$ cat config.mk
export PLATFORM = sky130hd
export DESIGN_NAME = fetch_queue_flat
export DESIGN_NICKNAME = d
export VERILOG_FILES = /design/src/rtl/fetch_queue_if.sv /design/src/rtl/fetch_queue.sv /design/src/flat_wrapper.sv
export SDC_FILE = /design/constraint.sdc
export NUM_CORES = 1
export LEC_CHECK = 0
export CORE_MARGIN = 2
export CORE_UTILIZATION = 52
export CTS_CLUSTER_DIAMETER = 60
export DETAILED_ROUTE_END_ITERATION = 16
export PLACE_DENSITY_LB_ADDON = 0.2
export SYNTH_ARGS = -nofsm -noshare
export SYNTH_HDL_FRONTEND = slang
export SYNTH_SLANG_ARGS = --single-unit
$ cat constraint.sdc
create_clock -name clk -period 8.35 [get_ports clk]
set_clock_uncertainty 0.2 [all_clocks]
set_input_delay 1.67 -clock clk [delete_from_list [all_inputs] [get_ports clk]]
set_output_delay 1.67 -clock clk [all_outputs]
set_load 0.03 [all_outputs]
$ cat src/rtl/fetch_queue_if.sv
// Fetch front-end bus: instruction-memory req/gnt/rvalid side,
// redirect input from execute, and valid/ready output toward decode.
// Ports (master = fetch_queue view):
//   out: im_req, im_addr, id_valid, id_inst, id_pc
//   in : im_gnt, im_rvalid, im_rdata, redirect, redirect_pc, id_ready
interface fetch_queue_if;
    logic        im_req;
    logic [31:0] im_addr;
    logic        im_gnt;
    logic        im_rvalid;
    logic [31:0] im_rdata;
    logic        redirect;
    logic [31:0] redirect_pc;
    logic        id_valid;
    logic        id_ready;
    logic [31:0] id_inst;
    logic [31:0] id_pc;

    modport master (
        output im_req, im_addr, id_valid, id_inst, id_pc,
        input  im_gnt, im_rvalid, im_rdata, redirect, redirect_pc, id_ready
    );

    modport slave (
        input  im_req, im_addr, id_valid, id_inst, id_pc,
        output im_gnt, im_rvalid, im_rdata, redirect, redirect_pc, id_ready
    );
endinterface

$ cat src/rtl/fetch_queue.sv
// Instruction-fetch front end: owns the fetch PC, issues credit-limited
// requests to instruction memory, buffers returned words in order and
// presents {inst, pc} to decode. Redirects flush the queue and drop
// responses still in flight.
// Ports: clk, rst (async, active-high), bus (fetch_queue_if.master).
module fetch_queue #(
    parameter logic [31:0] RESET_PC = 32'h0000_0000,
    parameter int          QDEPTH   = 2,
    parameter logic [31:0] NOP_INST = 32'h0000_0013
) (
    input  logic          clk,
    input  logic          rst,
    fetch_queue_if.master bus
);

    localparam int PW = (QDEPTH > 1) ? $clog2(QDEPTH) : 1;
    localparam int CW = PW + 1;

    logic [31:0]   inst_q [QDEPTH];
    logic [31:0]   pc_q   [QDEPTH];
    logic [PW-1:0] head;
    logic [PW-1:0] tail;
    logic [CW-1:0] count;
    logic [CW-1:0] outst;
    logic [CW-1:0] drop_cnt;
    logic [31:0]   fetch_pc;
    logic [31:0]   resp_pc;
    logic          run;

    logic          rsp;
    logic          credit;
    logic          req;
    logic          issue;
    logic          push;
    logic          pop;
    logic          valid;
    logic [31:0]   target;

    // A response with nothing outstanding is stray and must not count.
    assign rsp    = bus.im_rvalid && (outst != '0);
    assign credit = ({1'b0, outst} + {1'b0, count}) < (CW + 1)'(QDEPTH);
    // run holds im_req low until the first edge after reset release.
    assign req    = run && !bus.redirect && credit;
    assign issue  = req && bus.im_gnt;
    assign push   = rsp && (drop_cnt == '0) && !bus.redirect;
    assign valid  = (count != '0);
    assign pop    = valid && bus.id_ready && !bus.redirect;
    assign target = {bus.redirect_pc[31:2], 2'b00};

    always_ff @(posedge clk or posedge rst) begin
        if (rst) begin
            run      <= 1'b0;
            fetch_pc <= RESET_PC;
            resp_pc  <= RESET_PC;
            outst    <= '0;
            drop_cnt <= '0;
            head     <= '0;
            tail     <= '0;
            count    <= '0;
        end else begin
            run   <= 1'b1;
            outst <= outst + CW'(issue) - CW'(rsp);
            if (bus.redirect) begin
                fetch_pc <= target;
                resp_pc  <= target;
                drop_cnt <= outst - CW'(rsp);
                head     <= '0;
                tail     <= '0;
                count    <= '0;
            end else begin
                if (issue) begin
                    fetch_pc <= fetch_pc + 32'd4;
                end
                if (rsp && (drop_cnt != '0)) begin
                    drop_cnt <= drop_cnt - 1'b1;
                end
                if (push) begin
                    tail    <= tail + 1'b1;
                    resp_pc <= resp_pc + 32'd4;
                end
                if (pop) begin
                    head <= head + 1'b1;
                end
                count <= count + CW'(push) - CW'(pop);
            end
        end
    end

    // Storage needs no reset; count gates visibility of every entry.
    always_ff @(posedge clk) begin
        if (push) begin
            inst_q[tail] <= bus.im_rdata;
            pc_q[tail]   <= resp_pc;
        end
    end

    assign bus.im_req   = req;
    assign bus.im_addr  = fetch_pc;
    assign bus.id_valid = valid;
    assign bus.id_inst  = valid ? inst_q[head] : NOP_INST;
    assign bus.id_pc    = valid ? pc_q[head] : 32'd0;

endmodule
$ cat src/flat_wrapper.sv
// flat-port wrapper written by rule: the top's interface ports become plain ports
module fetch_queue_flat 
#(
    parameter logic [31:0] RESET_PC = 32'h0000_0000,
    parameter int          QDEPTH   = 2,
    parameter logic [31:0] NOP_INST = 32'h0000_0013
)
  (clk, rst, bus_im_req, bus_im_addr, bus_id_valid, bus_id_inst, bus_id_pc, bus_im_gnt, bus_im_rvalid, bus_im_rdata, bus_redirect, bus_redirect_pc, bus_id_ready);
  fetch_queue_if bus_i ();
  input  logic clk;
  input  logic rst;
  output wire logic [$bits(bus_i.im_req)-1:0] bus_im_req;
  output wire logic [$bits(bus_i.im_addr)-1:0] bus_im_addr;
  output wire logic [$bits(bus_i.id_valid)-1:0] bus_id_valid;
  output wire logic [$bits(bus_i.id_inst)-1:0] bus_id_inst;
  output wire logic [$bits(bus_i.id_pc)-1:0] bus_id_pc;
  input wire logic [$bits(bus_i.im_gnt)-1:0] bus_im_gnt;
  input wire logic [$bits(bus_i.im_rvalid)-1:0] bus_im_rvalid;
  input wire logic [$bits(bus_i.im_rdata)-1:0] bus_im_rdata;
  input wire logic [$bits(bus_i.redirect)-1:0] bus_redirect;
  input wire logic [$bits(bus_i.redirect_pc)-1:0] bus_redirect_pc;
  input wire logic [$bits(bus_i.id_ready)-1:0] bus_id_ready;
  assign bus_im_req = bus_i.im_req;
  assign bus_im_addr = bus_i.im_addr;
  assign bus_id_valid = bus_i.id_valid;
  assign bus_id_inst = bus_i.id_inst;
  assign bus_id_pc = bus_i.id_pc;
  assign bus_i.im_gnt = bus_im_gnt;
  assign bus_i.im_rvalid = bus_im_rvalid;
  assign bus_i.im_rdata = bus_im_rdata;
  assign bus_i.redirect = bus_redirect;
  assign bus_i.redirect_pc = bus_redirect_pc;
  assign bus_i.id_ready = bus_id_ready;
  fetch_queue #(.RESET_PC(RESET_PC), .QDEPTH(QDEPTH), .NOP_INST(NOP_INST)) u_core (.clk(clk), .rst(rst), .bus(bus_i));
endmodule
==> summary.md <==
The placer congestion estimate was 0.927. In this run the most used layer during global routing was met2. The count of pins over their slew limit was 0; the final critical-path share of the clock period was 0.665.

Detailed-route DRC error count: 0. Summing every instance area after synthesis gives 0.00881 mm2. The sequential standard cell area came out at 0.00545 mm2.

The category of the worst setup path launch point was an input port. The clock buffer count from CTS is 17. The sequential fraction of the synthesis area is 0.619, and the deepest clock path buffer count is 2. The fraction of registers with async set/reset works out to 0.358. The tools report the boundary pin count as 168. At the placement stage, the worst setup path has a slack of 2870 ps. At the pin with the least slew margin, the transition time is 1100 ps.

In this run the worst path has a maximum fanout of 37. After global routing the overflow that remains totals 0. The smallest setup slack after layout was 2800 ps.

The number of enable-type register cells in the synthesized netlist came out at 124. The run gives 0.531 as the initial core utilization. The flow ran to the end, and the final reports show no timing, DRC or antenna violations.

The detail-routed net length per standard cell is 18.3 um, and the share of cells above drive strength 1 is 0.0693. The design draws 2750 uW. Measured along the x axis, the die boundary spans 134 um. The global-route usage over all layers was 0.225; the site row count was 47. The tree is rooted in a sky130_fd_sc_hd__clkbuf_16. After the first detailed-routing iteration, the DRC count stood at 540. The detail route stage leaves a number of antenna-violating nets equal to 0. The area of the multi-input gates was 0.00315 mm2. For the CTS H-tree depth, the log shows 4.

Ranked by total cell area, the synthesized netlist is headed by sky130_fd_sc_hd__edfxtp_1 (42%), sky130_fd_sc_hd__dfrtp_1 (20%), sky130_fd_sc_hd__mux2i_1 (7.4%), sky130_fd_sc_hd__nor2_1 (4.0%), sky130_fd_sc_hd__or4_1 (2.1%). Across the VDD grid, the largest voltage drop is 0.159 mV. TritonCTS built the clock tree. Entering global routing, the biggest net connects 70 pins. For this block, the routed nets add up to 20,100 um of wire.

In this run, synthesis produced a sequential element count of 193. Global-route wire length before repair: 32,000 um. Setup total negative slack on the finished layout was measured at 0 ps.

The fraction of met1 tracks used by global routing was 0.313; the antenna diode count was 0. The hold violation count in the final report came out at 0. Post-CTS timing repair inserted 0 buffers for setup.

The tools report the overall die area as 0.0180 mm2. The part of the power in registers was 0.445; the area share of the leading cell type in the synthesized netlist was 0.423. The number of setup violations in the final report was 0; the number of gates resized after CTS was 0. The average cell area after synthesis came out at 12.3 um2. In this run the static leakage power is 0.00382 uW. The initial antenna violation count was 0; the number of sinks handled by clock tree synthesis was 193.

The most area-hungry cell type in the Yosys netlist is sky130_fd_sc_hd__edfxtp_1. In the final design database the tool counted 945 nets. For the count of mapped cells out of synthesis, the log shows 716.

The tools report the post-route core utilization as 0.676. The tools report the clock network fraction of total power as 0.301. Input and output buffers added on the ports amount to 161. The maximum achievable frequency is 180 MHz. The worst setup path is captured at an output port.

The cell-internal power was 1880 uW; the switching portion of total power was 0.316. The first TritonRoute pass finished after 5 iterations. The tools report the clock latency on the worst-skew pair as 420 ps. The die height is 134 um.

The final critical delay including setup and external delays is 5550 ps, and the filler cell count in the final layout is 1,208. For the normalized max-slew margin, the log shows 0.262. Leading register cell type out of synthesis: sky130_fd_sc_hd__edfxtp_1.

The clock-pin slew on the worst setup and hold paths was 70 ps. The critical path in this run is classified as in2out. In the synthesized netlist, the cells that appear most often are sky130_fd_sc_hd__edfxtp_1 (124), sky130_fd_sc_hd__nor2_1 (95), sky130_fd_sc_hd__dfrtp_1 (69), sky130_fd_sc_hd__mux2i_1 (65).

The fraction of met3 tracks used by global routing is 0.0370, and the via count of the first global-routing pass is 6,231. The critical path arrival is 3680 ps, and the via count is 6,480. The most frequent cell after synthesis was sky130_fd_sc_hd__edfxtp_1. In this run, post-CTS hold repair placed 0 buffers. The synthesis warning total was 0; the area inside the core boundary was 0.0166 mm2.

The tools report the final instance area as 0.0112 mm2. The fraction of power consumed by combinational cells is 0.255, and the number of different library cells in the post-synthesis netlist is 50. Setup repair after global routing left no endpoint under its margin. For this design the total switching power over the nets is 868 uW. The worst min-delay path category is reg2reg. In the routed layout, each cell is associated on average with a via count of 5.89.

The power per cell area works out to 245 mW/mm2. Met2 track demand over resource: 0.360. The tools report the HPWL after detailed placement as 13,300 um. The area growth from synthesis to layout is 27.3%. The tools report the max capacitance violation total as 0.

The post-detailed-placement cell area was 0.0106 mm2. The run gives 6480 ps as the data required time at the worst endpoint.
## critical path, cell delays in order
cell                              delay, ps
sky130_fd_sc_hd__clkdlybuf4s50_1        400
sky130_fd_sc_hd__buf_4                  260
sky130_fd_sc_hd__nor4b_2                560
sky130_fd_sc_hd__clkdlybuf4s50_1        770
## area by class of cell
cell class / count / area share
timing repair buffer: 167 / 0.148
tap: 220 / 0.0246
clock inverter: 15 / 0.0163
inverter: 18 / 0.00603
sequential: 193 / 0.486
clock buffer: 17 / 0.0379
multi-input combinational: 470 / 0.281
## stage by stage
step	hold slack, ps	cells
final	352	1100
after global routing	362	1100
after CTS	346	1100
after detailed placement	331	1068
after global placement	314	1068
after floorplan	240	719
## per-layer routing
| layer | vias to the layer above | wire length [um] |
|---|---|---|
| met5 | - | 0 |
| met4 | 0 | 446 |
| met3 | 35 | 1400 |
| met2 | 278 | 9510 |
| met1 | 3147 | 8740 |
| li1 | 3020 | - |
## registers in the layout (all words and copies together), names as in the netlist
signal	count
u_core.bus.im_addr	30
u_core.count	2
u_core.drop_cnt	2
u_core.head	1
u_core.inst_q	64
u_core.outst	2
u_core.pc_q	60
u_core.resp_pc	30
u_core.run	1
u_core.tail	1
## layout by cell type, fill, tap and decap left out, types with 11 or more instances in the layout
master and count:
sky130_fd_sc_hd__a31oi_1 28, sky130_fd_sc_hd__and4_1 14, sky130_fd_sc_hd__clkbuf_16 17, sky130_fd_sc_hd__clkdlybuf4s50_1 161, sky130_fd_sc_hd__dfrtp_1 68, sky130_fd_sc_hd__edfxtp_1 124
sky130_fd_sc_hd__inv_1 16, sky130_fd_sc_hd__mux2i_1 65, sky130_fd_sc_hd__nand2_1 28, sky130_fd_sc_hd__nand3_1 19, sky130_fd_sc_hd__nand4_1 25, sky130_fd_sc_hd__nor2_1 94
sky130_fd_sc_hd__nor4_1 11, sky130_fd_sc_hd__o21ai_0 15, sky130_fd_sc_hd__o31ai_1 20, sky130_fd_sc_hd__or4_1 25, sky130_fd_sc_hd__xor2_1 13
## path summary, 6_finish.rpt
kind | start | end | slack, ps | depth (start not counted)
hold / removal | u_core.resp_pc[29] | u_core.pc_q[0][29] | 350 | 0
hold reg to reg | u_core.resp_pc[29] | u_core.pc_q[0][29] | 350 | 0
setup reg to reg | u_core.outst[0] | u_core.bus.im_addr[23] | 4930 | 7
setup / recovery | bus_redirect | bus_im_req | 2800 | 4
min in group asynchronous | rst | u_core.bus.im_addr[7] | 1620 | 3
max in group asynchronous | rst | u_core.head | 5630 | 3
## power by group through the flow
stage / clock network (uW) / registers (uW) / logic (uW)
floorplan: 0 / 1220 / 432
global placement: 0 / 1230 / 681
detailed placement: 0 / 1240 / 700
CTS: 839 / 1220 / 706
global route: 875 / 1230 / 752
finish: 827 / 1220 / 700
## cell families (layout without fill, tap and decap cells)
kind of cell,after synthesis,count (layout),synth area share
and+or+nand+nor,267,267,0.162
DFF,193,193,0.619
AOI/OAI and AO/OA,93,93,0.0715
muxes,75,75,0.0867
buffers and inverters,56,217,0.0264
xor gates and xnor gates,22,22,0.0219
adders and majority gates,8,8,0.0122
other,2,5,0.000853
(Power assumes the default switching activity.)
